$ cat src/rtl/ifetch_stage.sv
// Instruction fetch stage: owns the PC, drives the I-cache address every
// cycle, pairs each returned word with its PC and presents {pc, instr} to
// decode through a registered valid/stall interface. A one-entry skid buffer
// absorbs the in-flight response when decode stalls. A redirect from execute
// flushes everything in flight.
module ifetch_stage #(
    parameter logic [31:0] RESET_PC = 32'h0000_0004,
    parameter logic [31:0] PC_STEP  = 32'd4
) (
    input  logic        clk,
    input  logic        rst_n,
    input  logic        stall,
    input  logic        redirect_valid,
    input  logic [31:0] redirect_pc,
    output logic [31:0] iaddr,
    input  logic [31:0] icache_instr,
    output logic        if_valid,
    output logic [31:0] if_pc,
    output logic [31:0] if_instr
);

    // Source for the output register when it is allowed to load.
    typedef enum logic [1:0] {
        LOAD_NONE,
        LOAD_SKID,
        LOAD_RESP
    } load_src_e;

    logic [31:0] fetch_pc;
    logic        resp_valid;
    logic [31:0] resp_pc;
    logic        skid_valid;
    logic [31:0] skid_pc;
    logic [31:0] skid_instr;

    logic        accept;
    logic [31:0] redirect_target;
    load_src_e   load_src;

    // The output register may load when it is empty or decode takes it.
    assign accept          = !if_valid || !stall;
    // Targets are word aligned; the low two bits are dropped.
    assign redirect_target = redirect_pc & ~32'h0000_0003;
    assign iaddr           = fetch_pc;

    // Pick what the output register loads: skid first (it is older), then the
    // response arriving from the cache this cycle.
    always_comb begin
        // NOTE: default assignment first so no path leaves load_src unassigned,
        // which would otherwise infer a latch.
        load_src = LOAD_NONE;
        if (skid_valid) begin
            load_src = LOAD_SKID;
        end else if (resp_valid) begin
            load_src = LOAD_RESP;
        end
    end

    // Program counter and the single outstanding cache request.
    always_ff @(posedge clk or negedge rst_n) begin
        // NOTE: non-blocking assignments so every register samples the
        // pre-edge values, independent of statement order.
        if (!rst_n) begin
            fetch_pc   <= RESET_PC;
            resp_valid <= 1'b0;
            resp_pc    <= 32'h0;
        end else if (redirect_valid) begin
            fetch_pc   <= redirect_target;
            resp_valid <= 1'b0;
        end else if (accept) begin
            resp_valid <= 1'b1;
            resp_pc    <= fetch_pc;
            fetch_pc   <= fetch_pc + PC_STEP;
        end else begin
            // Holding: no new request, so nothing is outstanding next cycle.
            resp_valid <= 1'b0;
        end
    end

    // Skid buffer: catches the response that lands while decode is stalled.
    always_ff @(posedge clk or negedge rst_n) begin
        // NOTE: the skid payload is reset as well so its contents are defined
        // from the first cycle rather than left as X until first capture.
        if (!rst_n) begin
            skid_valid <= 1'b0;
            skid_pc    <= 32'h0;
            skid_instr <= 32'h0;
        end else if (redirect_valid) begin
            skid_valid <= 1'b0;
        end else if (accept) begin
            // Either drained into the output register now, or already empty.
            skid_valid <= 1'b0;
        end else if (resp_valid) begin
            skid_valid <= 1'b1;
            skid_pc    <= resp_pc;
            skid_instr <= icache_instr;
        end
    end

    // Output register presented to decode.
    always_ff @(posedge clk or negedge rst_n) begin
        if (!rst_n) begin
            if_valid <= 1'b0;
            if_pc    <= 32'h0;
            if_instr <= 32'h0;
        end else if (redirect_valid) begin
            if_valid <= 1'b0;
        end else if (accept) begin
            case (load_src)
                LOAD_SKID: begin
                    if_valid <= 1'b1;
                    if_pc    <= skid_pc;
                    if_instr <= skid_instr;
                end
                LOAD_RESP: begin
                    if_valid <= 1'b1;
                    if_pc    <= resp_pc;
                    if_instr <= icache_instr;
                end
                default: begin
                    if_valid <= 1'b0;
                end
            endcase
        end
    end

endmodule
$ cat config.mk
export PLATFORM = sky130hd
export DESIGN_NAME = ifetch_stage
export DESIGN_NICKNAME = d
export VERILOG_FILES = /design/src/rtl/ifetch_stage.sv
export SDC_FILE = /design/constraint.sdc
export NUM_CORES = 1
export LEC_CHECK = 0
export BUFFER_PORTS_ARGS = -buffer_cell sky130_fd_sc_hd__clkbuf_2
export CORE_MARGIN = 2
export CORE_UTILIZATION = 40
export DETAILED_ROUTE_END_ITERATION = 10
export HOLD_SLACK_MARGIN = 0.02
export PLACE_DENSITY_LB_ADDON = 0.3
export SETUP_SLACK_MARGIN = 0.02
export SLEW_MARGIN = 20
export SYNTH_ARGS = -nofsm -noshare
export SYNTH_HDL_FRONTEND = slang
export SYNTH_SLANG_ARGS = --single-unit
$ cat constraint.sdc
create_clock -name clk -period 3.8 [get_ports clk]
set_clock_uncertainty 0.15 [all_clocks]
set_input_delay 0.76 -clock clk [delete_from_list [all_inputs] [get_ports clk]]
set_output_delay 0.76 -clock clk [all_outputs]
set_load 0.05 [all_outputs]
==> flow_summary.json, run 1 <==
{
  "outcome": "finished, final reports clean",
  "setup_violations": 0,
  "cp_max_fo": 7,
  "syn_area_sq_um": 8148,
  "grt_use_total_pct": 16.47,
  "cts_hold_buf": 0,
  "seqPwrFrac_pct": 43.4,
  "finalCritPeriodShare_pct": 59.98,
  "slew_viol_final": 0,
  "numCtsBuffers": 17,
  "start_kind": "flip-flop",
  "clockBufferDepth": 2,
  "syn_inst": 665,
  "n_fill_cell": 1829,
  "via_per_inst": 4.837,
  "synth-edff-count": 0,
  "async_flop_share_pct": 100.0,
  "insertion_delay_ps": 430,
  "path_cells": "ha_1 -> a21boi_1 -> nand3_1 -> nor3_1 -> xor2_1 -> mux2_2",
  "cts_resized": 0,
  "synth_seq_cells": 187,
  "peakVddDrop_mv": 0.3266,
  "antenna_found_initial": 0,
  "hold_viol_final": 0,
  "finish.utilization_pct": 49.17,
  "vias": 5296,
  "first_iter_violations": 142,
  "clk_pin_slew_ps": 70,
  "gp_congestion": 0.7470,
  "crit_family": "flip-flops",
  "rows": 52,
  "crit_arrival_ps": 2440,
  "crit_path_end_kind": "flip-flop",
  "regArea_sq_um": 4681,
  "grt_max_degree": 99,
  "cts_tree": "done",
  "wl_per_cell_um": 15.41,
  "cts.sinks": 187,
  "syn_area_per_cell_sq_um": 12.25,
  "power.leakage_uw": 0.004697,
  "ant_nets": 0,
  "drc": 0,
  "hold_path_class": "primary input to asynchronous set/reset pin",
  "crit_path_max_incr_delay_ps": 580,
  "power_density_nw_per_um2": 638.5,
  "yosysSeqAreaShare_pct": 57.45,
  "post_cts_buffers": 0,
  "worst-setup-path-type": "flip-flop to flip-flop",
  "areaGrowthSynthToFinish_pct": 21.31,
  "grt_pass1_wl_um": 28140,
  "drive_gt1_share_pct": 38.06,
  "portBuffers": 158,
  "multi_input_area_sq_um": 3314,
  "grt_overflow": 0,
  "ys.flop_type": "dfrtp_1",
  "crit_slowest_cell": "dfstp_2",
  "power_switching_uw": 2217,
  "grt_pass1_vias": 5268,
  "dieHeight_um": 146.7,
  "ys_warn_count": 0,
  "dieArea_sq_um": 21530,
  "power_uw": 6311,
  "pre_cts_ws_ps": 1347,
  "h-tree-depth": 4,
  "firstDrtPassIters": 6,
  "initial_core_util_pct": 40.53,
  "tightest_slew_ps": 795.7,
  "finalCriticalPeriod_ps": 2279,
  "pin_count": 165,
  "sw_frac_of_total_pct": 35.13,
  "num-nets-final": 882,
  "cts_root_buffer": "clkbuf_16",
  "intPower_uw": 4094,
  "max_slew_margin_pct": 46.95,
  "fp.dieW_um": 146.7,
  "setup_slack_ps": 1521,
  "place_hpwl_um": 11330,
  "combPwrFrac_pct": 27.4,
  "cp_num_buf_inv": 0,
  "tns_ps": 0,
  "max_freq_mhz": 438.8,
  "fp.coreArea_sq_um": 20100,
  "finalWirelength_um": 16880,
  "synth.distinct_cells": 43,
  "maxCapViolCount": 0,
  "num_antenna_cells": 0,
  "p_clk_share_pct": 29.2,
  "crit_required_ps": 3960,
  "rsz0062_at_grt": "no"
}
## path summary, 6_finish.rpt
check,slack (ps),end,depth (start not counted),start
max,1520,iaddr[22],6,iaddr[2]
min,260,iaddr[23],1,rst_n
max reg2reg,1520,iaddr[22],6,iaddr[2]
min reg2reg,330,if_pc[20],2,if_pc[20]
max in group asynchronous,2390,iaddr[2],2,rst_n
min in group clk,330,if_pc[20],2,if_pc[20]
## flip-flops by register name (all words and copies together), names as in the netlist
register and flops:
iaddr 30, if_instr 32, if_pc 30, if_valid 1
resp_pc 30, resp_valid 1, skid_instr 32, skid_pc 30
skid_valid 1
## cells in the mapped netlist, drive strengths merged (2+ instances only)
cell type	instances	area share, %
nor3	5	0.31
nor2b	2	0.15
a211o	3	0.32
nand3	11	0.89
nand2	95	4.4
and2	4	0.31
mux2i	63	7.7
and4	4	0.46
a21oi	4	0.25
nand2b	2	0.15
o21ai	84	5.2
buf	24	1.6
dfrtp	186	57
mux2	98	14
nand4	7	0.72
xor2	9	0.97
nor2	5	0.23
clkbuf	17	0.78
nor4	8	1.3
xnor2	16	1.7
and3	7	0.61
## cells by family after synthesis
family / synth area share, %
adder cells (fa/ha/maj): 0.1535
AND/OR/NAND/NOR: 9.813
other: 0.04602
AO/OA/AOI/OAI: 6.158
XOR/XNOR: 2.687
flip-flops: 57.45
buffers and inverters: 2.411
multiplexers: 21.28
## layout make-up
class                           count  share of cell area [%]
Tap cell                          270                   3.418
Sequential cell                   187                   47.35
Clock buffer                       22                   4.797
Timing Repair Buffer              167                   9.481
Clock inverter                      9                   1.380
Inverter                            1                 0.03797
Multi-Input combinational cell    439                   33.53
## power groups by stage
stage	Clock (uW)	Sequential, uW	Combinational, uW
CTS	1910	2740	1750
global placement	0	2760	1720
global route	2000	2810	1860
detailed placement	0	2780	1750
finish	1840	2740	1730
floorplan	0	3430	594
## layer usage
| layer | up-vias | global-route usage [%] | share of wire (%) |
|---|---|---|---|
| li1 | 2627 | - | - |
| met1 | 2542 | 24.50 | 51 |
| met2 | 113 | 23.92 | 44 |
| met3 | 14 | 3.540 | 3.7 |
| met4 | 0 | 5.583 | 1.5 |
| met5 | - | 0 | 0 |
## placed cells by master, fill, tap and decap left out, types with 6 or more instances in the layout
cell       instances
xnor2_1           16
mux2_2            98
nand3_1            9
nand4_1            6
nand2_1           94
o21ai_0           66
clkbuf_16         17
mux2i_1           63
xor2_1             9
nor4_2             6
clkbuf_2         157
o21ai_1           17
dfrtp_1          186
## per-stage QoR
stage                     hold WS (ps)  std cells  area (sq um)
after global routing             326.3       1095          9884
after global placement           310.2       1063          9246
after floorplan                  314.4        668          8159
after CTS                        296.0       1094          9857
after detailed placement         319.7       1063          9246
final                            264.9       1095          9884
Power figures use the tool's default switching activity.
==> run 2, diff against run 1 <==
Clock period 3.8 ns to 1.84 ns, I/O delays scaled along.
==> run 2 against run 1 <==
- the flow now finishes with violations (setup timing)
- sequential share of layout area down 4.8 points
- critical path type unchanged
- power grew 110%
- global-route usage is 0.77 points higher
- count of clock-buffer cells in the layout decreased by 2
- sequential power rose by 100%
- fmax up 8.3%
==> flow_summary.json, run 2 (synthesis results as in run 1) <==
{
  "dieArea_sq_um": 21530,
  "insertion_delay_ps": 430,
  "cts_tree": "done",
  "vias": 5727,
  "whs_path_depth": 2,
  "cp_max_fo": 2,
  "reg2reg_to": "iaddr[30]",
  "dp_cells": 1109,
  "finalCritPeriodShare_pct": 114.4,
  "final_cell_mix": "dfrtp_1, clkbuf_2, mux2_2",
  "r2r_start": "iaddr[2]",
  "rr_worst_depth": 6,
  "crit_arrival_ps": 2270,
  "rows": 52,
  "hold_viol_final": 0,
  "pin_count": 165,
  "gp_congestion": 0.7893,
  "finalWirelength_um": 18400,
  "tns_ps": -1366,
  "crit_path_max_incr_delay_ps": 630,
  "hp-start": "redirect_pc[24]",
  "grt_max_degree": 55,
  "via_per_inst": 4.829,
  "antenna_found_initial": 0,
  "crit_required_ps": 2010,
  "top_regs": "if_instr: 32 flops, skid_instr: 32 flops",
  "slew_viol_final": 0,
  "finish.utilization_pct": 55.03,
  "wl_per_cell_um": 15.52,
  "layout_commonest_cell": "dfrtp_1",
  "initial_core_util_pct": 40.53,
  "clk_pin_slew_ps": 70,
  "grt_pass1_vias": 5634,
  "worst-r2r-setup-slack_ps": -260,
  "portBuffers": 158,
  "path_cells": "ha_4 -> a21bo_4 -> or3_4 -> nor4_4 -> xor2_1 -> mux2_2",
  "worst-setup-path-type": "flip-flop to flip-flop",
  "dr.max_layer_used": "met4",
  "wl_met1_um": 8907,
  "power.leakage_uw": 0.005276,
  "crit_path_end_kind": "flip-flop",
  "outcome": "finished, violations left",
  "cts.sinks": 187,
  "crit_slowest_cell": "dfstp_4",
  "peakVddDrop_mv": 0.6919,
  "max_freq_mhz": 475.2,
  "place_hpwl_um": 12500,
  "start_kind": "flip-flop",
  "violations": "setup timing",
  "h-tree-depth": 4,
  "dieHeight_um": 146.7,
  "setup_slack_ps": -264.4,
  "route.met3.wl_um": 682,
  "firstDrtPassIters": 4,
  "cp_num_buf_inv": 0,
  "crit_family": "flip-flops",
  "clockBufferDepth": 2,
  "grt_use_total_pct": 17.24,
  "power_density_nw_per_um2": 1206,
  "cp.depth": 6,
  "setup_violations": 14,
  "num_antenna_cells": 0,
  "n_fill_cell": 1726,
  "drc": 0,
  "hold_path_class": "primary input to flip-flop",
  "rsz0062_at_grt": "yes",
  "drive_gt1_share_pct": 44.98,
  "num-nets-final": 972,
  "numCtsBuffers": 17,
  "cts_root_buffer": "clkbuf_16",
  "ant_nets": 0,
  "grt_overflow": 0,
  "wl_met2_um": 8494,
  "maxCapViolCount": 0,
  "areaGrowthSynthToFinish_pct": 35.80,
  "grt_pass1_wl_um": 29610,
  "fp.dieW_um": 146.7,
  "finalNonFillerCells": 1186,
  "fp.coreArea_sq_um": 20100,
  "worstHoldEndpoint": "iaddr[24]",
  "finalCriticalPeriod_ps": 2104,
  "first_iter_violations": 200
}
[run 2: changes by cell type in the layout (fill, tap and decap cells not counted), moves of 5 or more]
cell,change
buf_4,+36
dlygate4sd3_1,+34
dfrtp_1,-22
dfrtp_2,+22
buf_12,+10
buf_6,+6
clkbuf_16,+5
o21ai_0,-5
o21ai_1,+5
[run 2: through the flow]
step / area, sq um / total power (uW) / worst slack (ps) / hold WS (ps)
2_1_floorplan: 8224 / 8341 / -407.7 / -77.59
6_report: 11060 / 13350 / -264.4 / 35.80
4_1_cts: 10920 / 13490 / -270.6 / 21.14
5_1_grt: 11060 / 14040 / -336.6 / 24.80
3_5_place_dp: 9778 / 9528 / -309.5 / 205.7
3_3_place_gp: 9778 / 9428 / -288.3 / 211.8
[run 2: area by class of cell]
| type | count | area [sq um] | share of cell area [%] |
|---|---|---|---|
| sequential | 187 | 4712 | 42.59 |
| multi-input combinational | 440 | 3483 | 31.48 |
| timing repair buffer | 256 | 1918 | 17.34 |
| clock buffer | 20 | 446.7 | 4.037 |
| tap | 270 | 337.8 | 3.053 |
| clock inverter | 12 | 162.7 | 1.470 |
| inverter | 1 | 3.754 | 0.03393 |
[run 2: report_power, final]
part / leakage (uW) / internal, uW / switching (uW) / total [uW]
Combinational: 0.00267 / 1360 / 2580 / 3940
Sequential: 0.00231 / 5080 / 527 / 5610
Clock: 0.000297 / 2200 / 1610 / 3800
Total: 0.00528 / 8640 / 4710 / 13300
[run 2: worst max path at each step]
stage                         from        end  slack, ps
after floorplan           iaddr[2]  iaddr[30]       -410
after global placement    iaddr[2]  iaddr[30]       -290
after detailed placement  iaddr[2]  iaddr[28]       -310
after CTS                 iaddr[2]  iaddr[30]       -270
after global routing      iaddr[2]  iaddr[28]       -340
final                     iaddr[2]  iaddr[30]       -260
[run 2: metal layers]
metal,track usage [%],up-vias
li1,-,2807
met1,24.37,2774
met2,26.76,126
met3,3.478,20
met4,5.728,0
met5,0,-
[run 2: timing repair]
item	4_1_cts	5_1_grt
gates resized for setup	31	14
pin swaps	19	8
gates cloned	0	6
endpoints found under the hold margin	73	0
endpoints found under the setup margin	16	88
hold buffers	34	0
buffers inserted	5	1
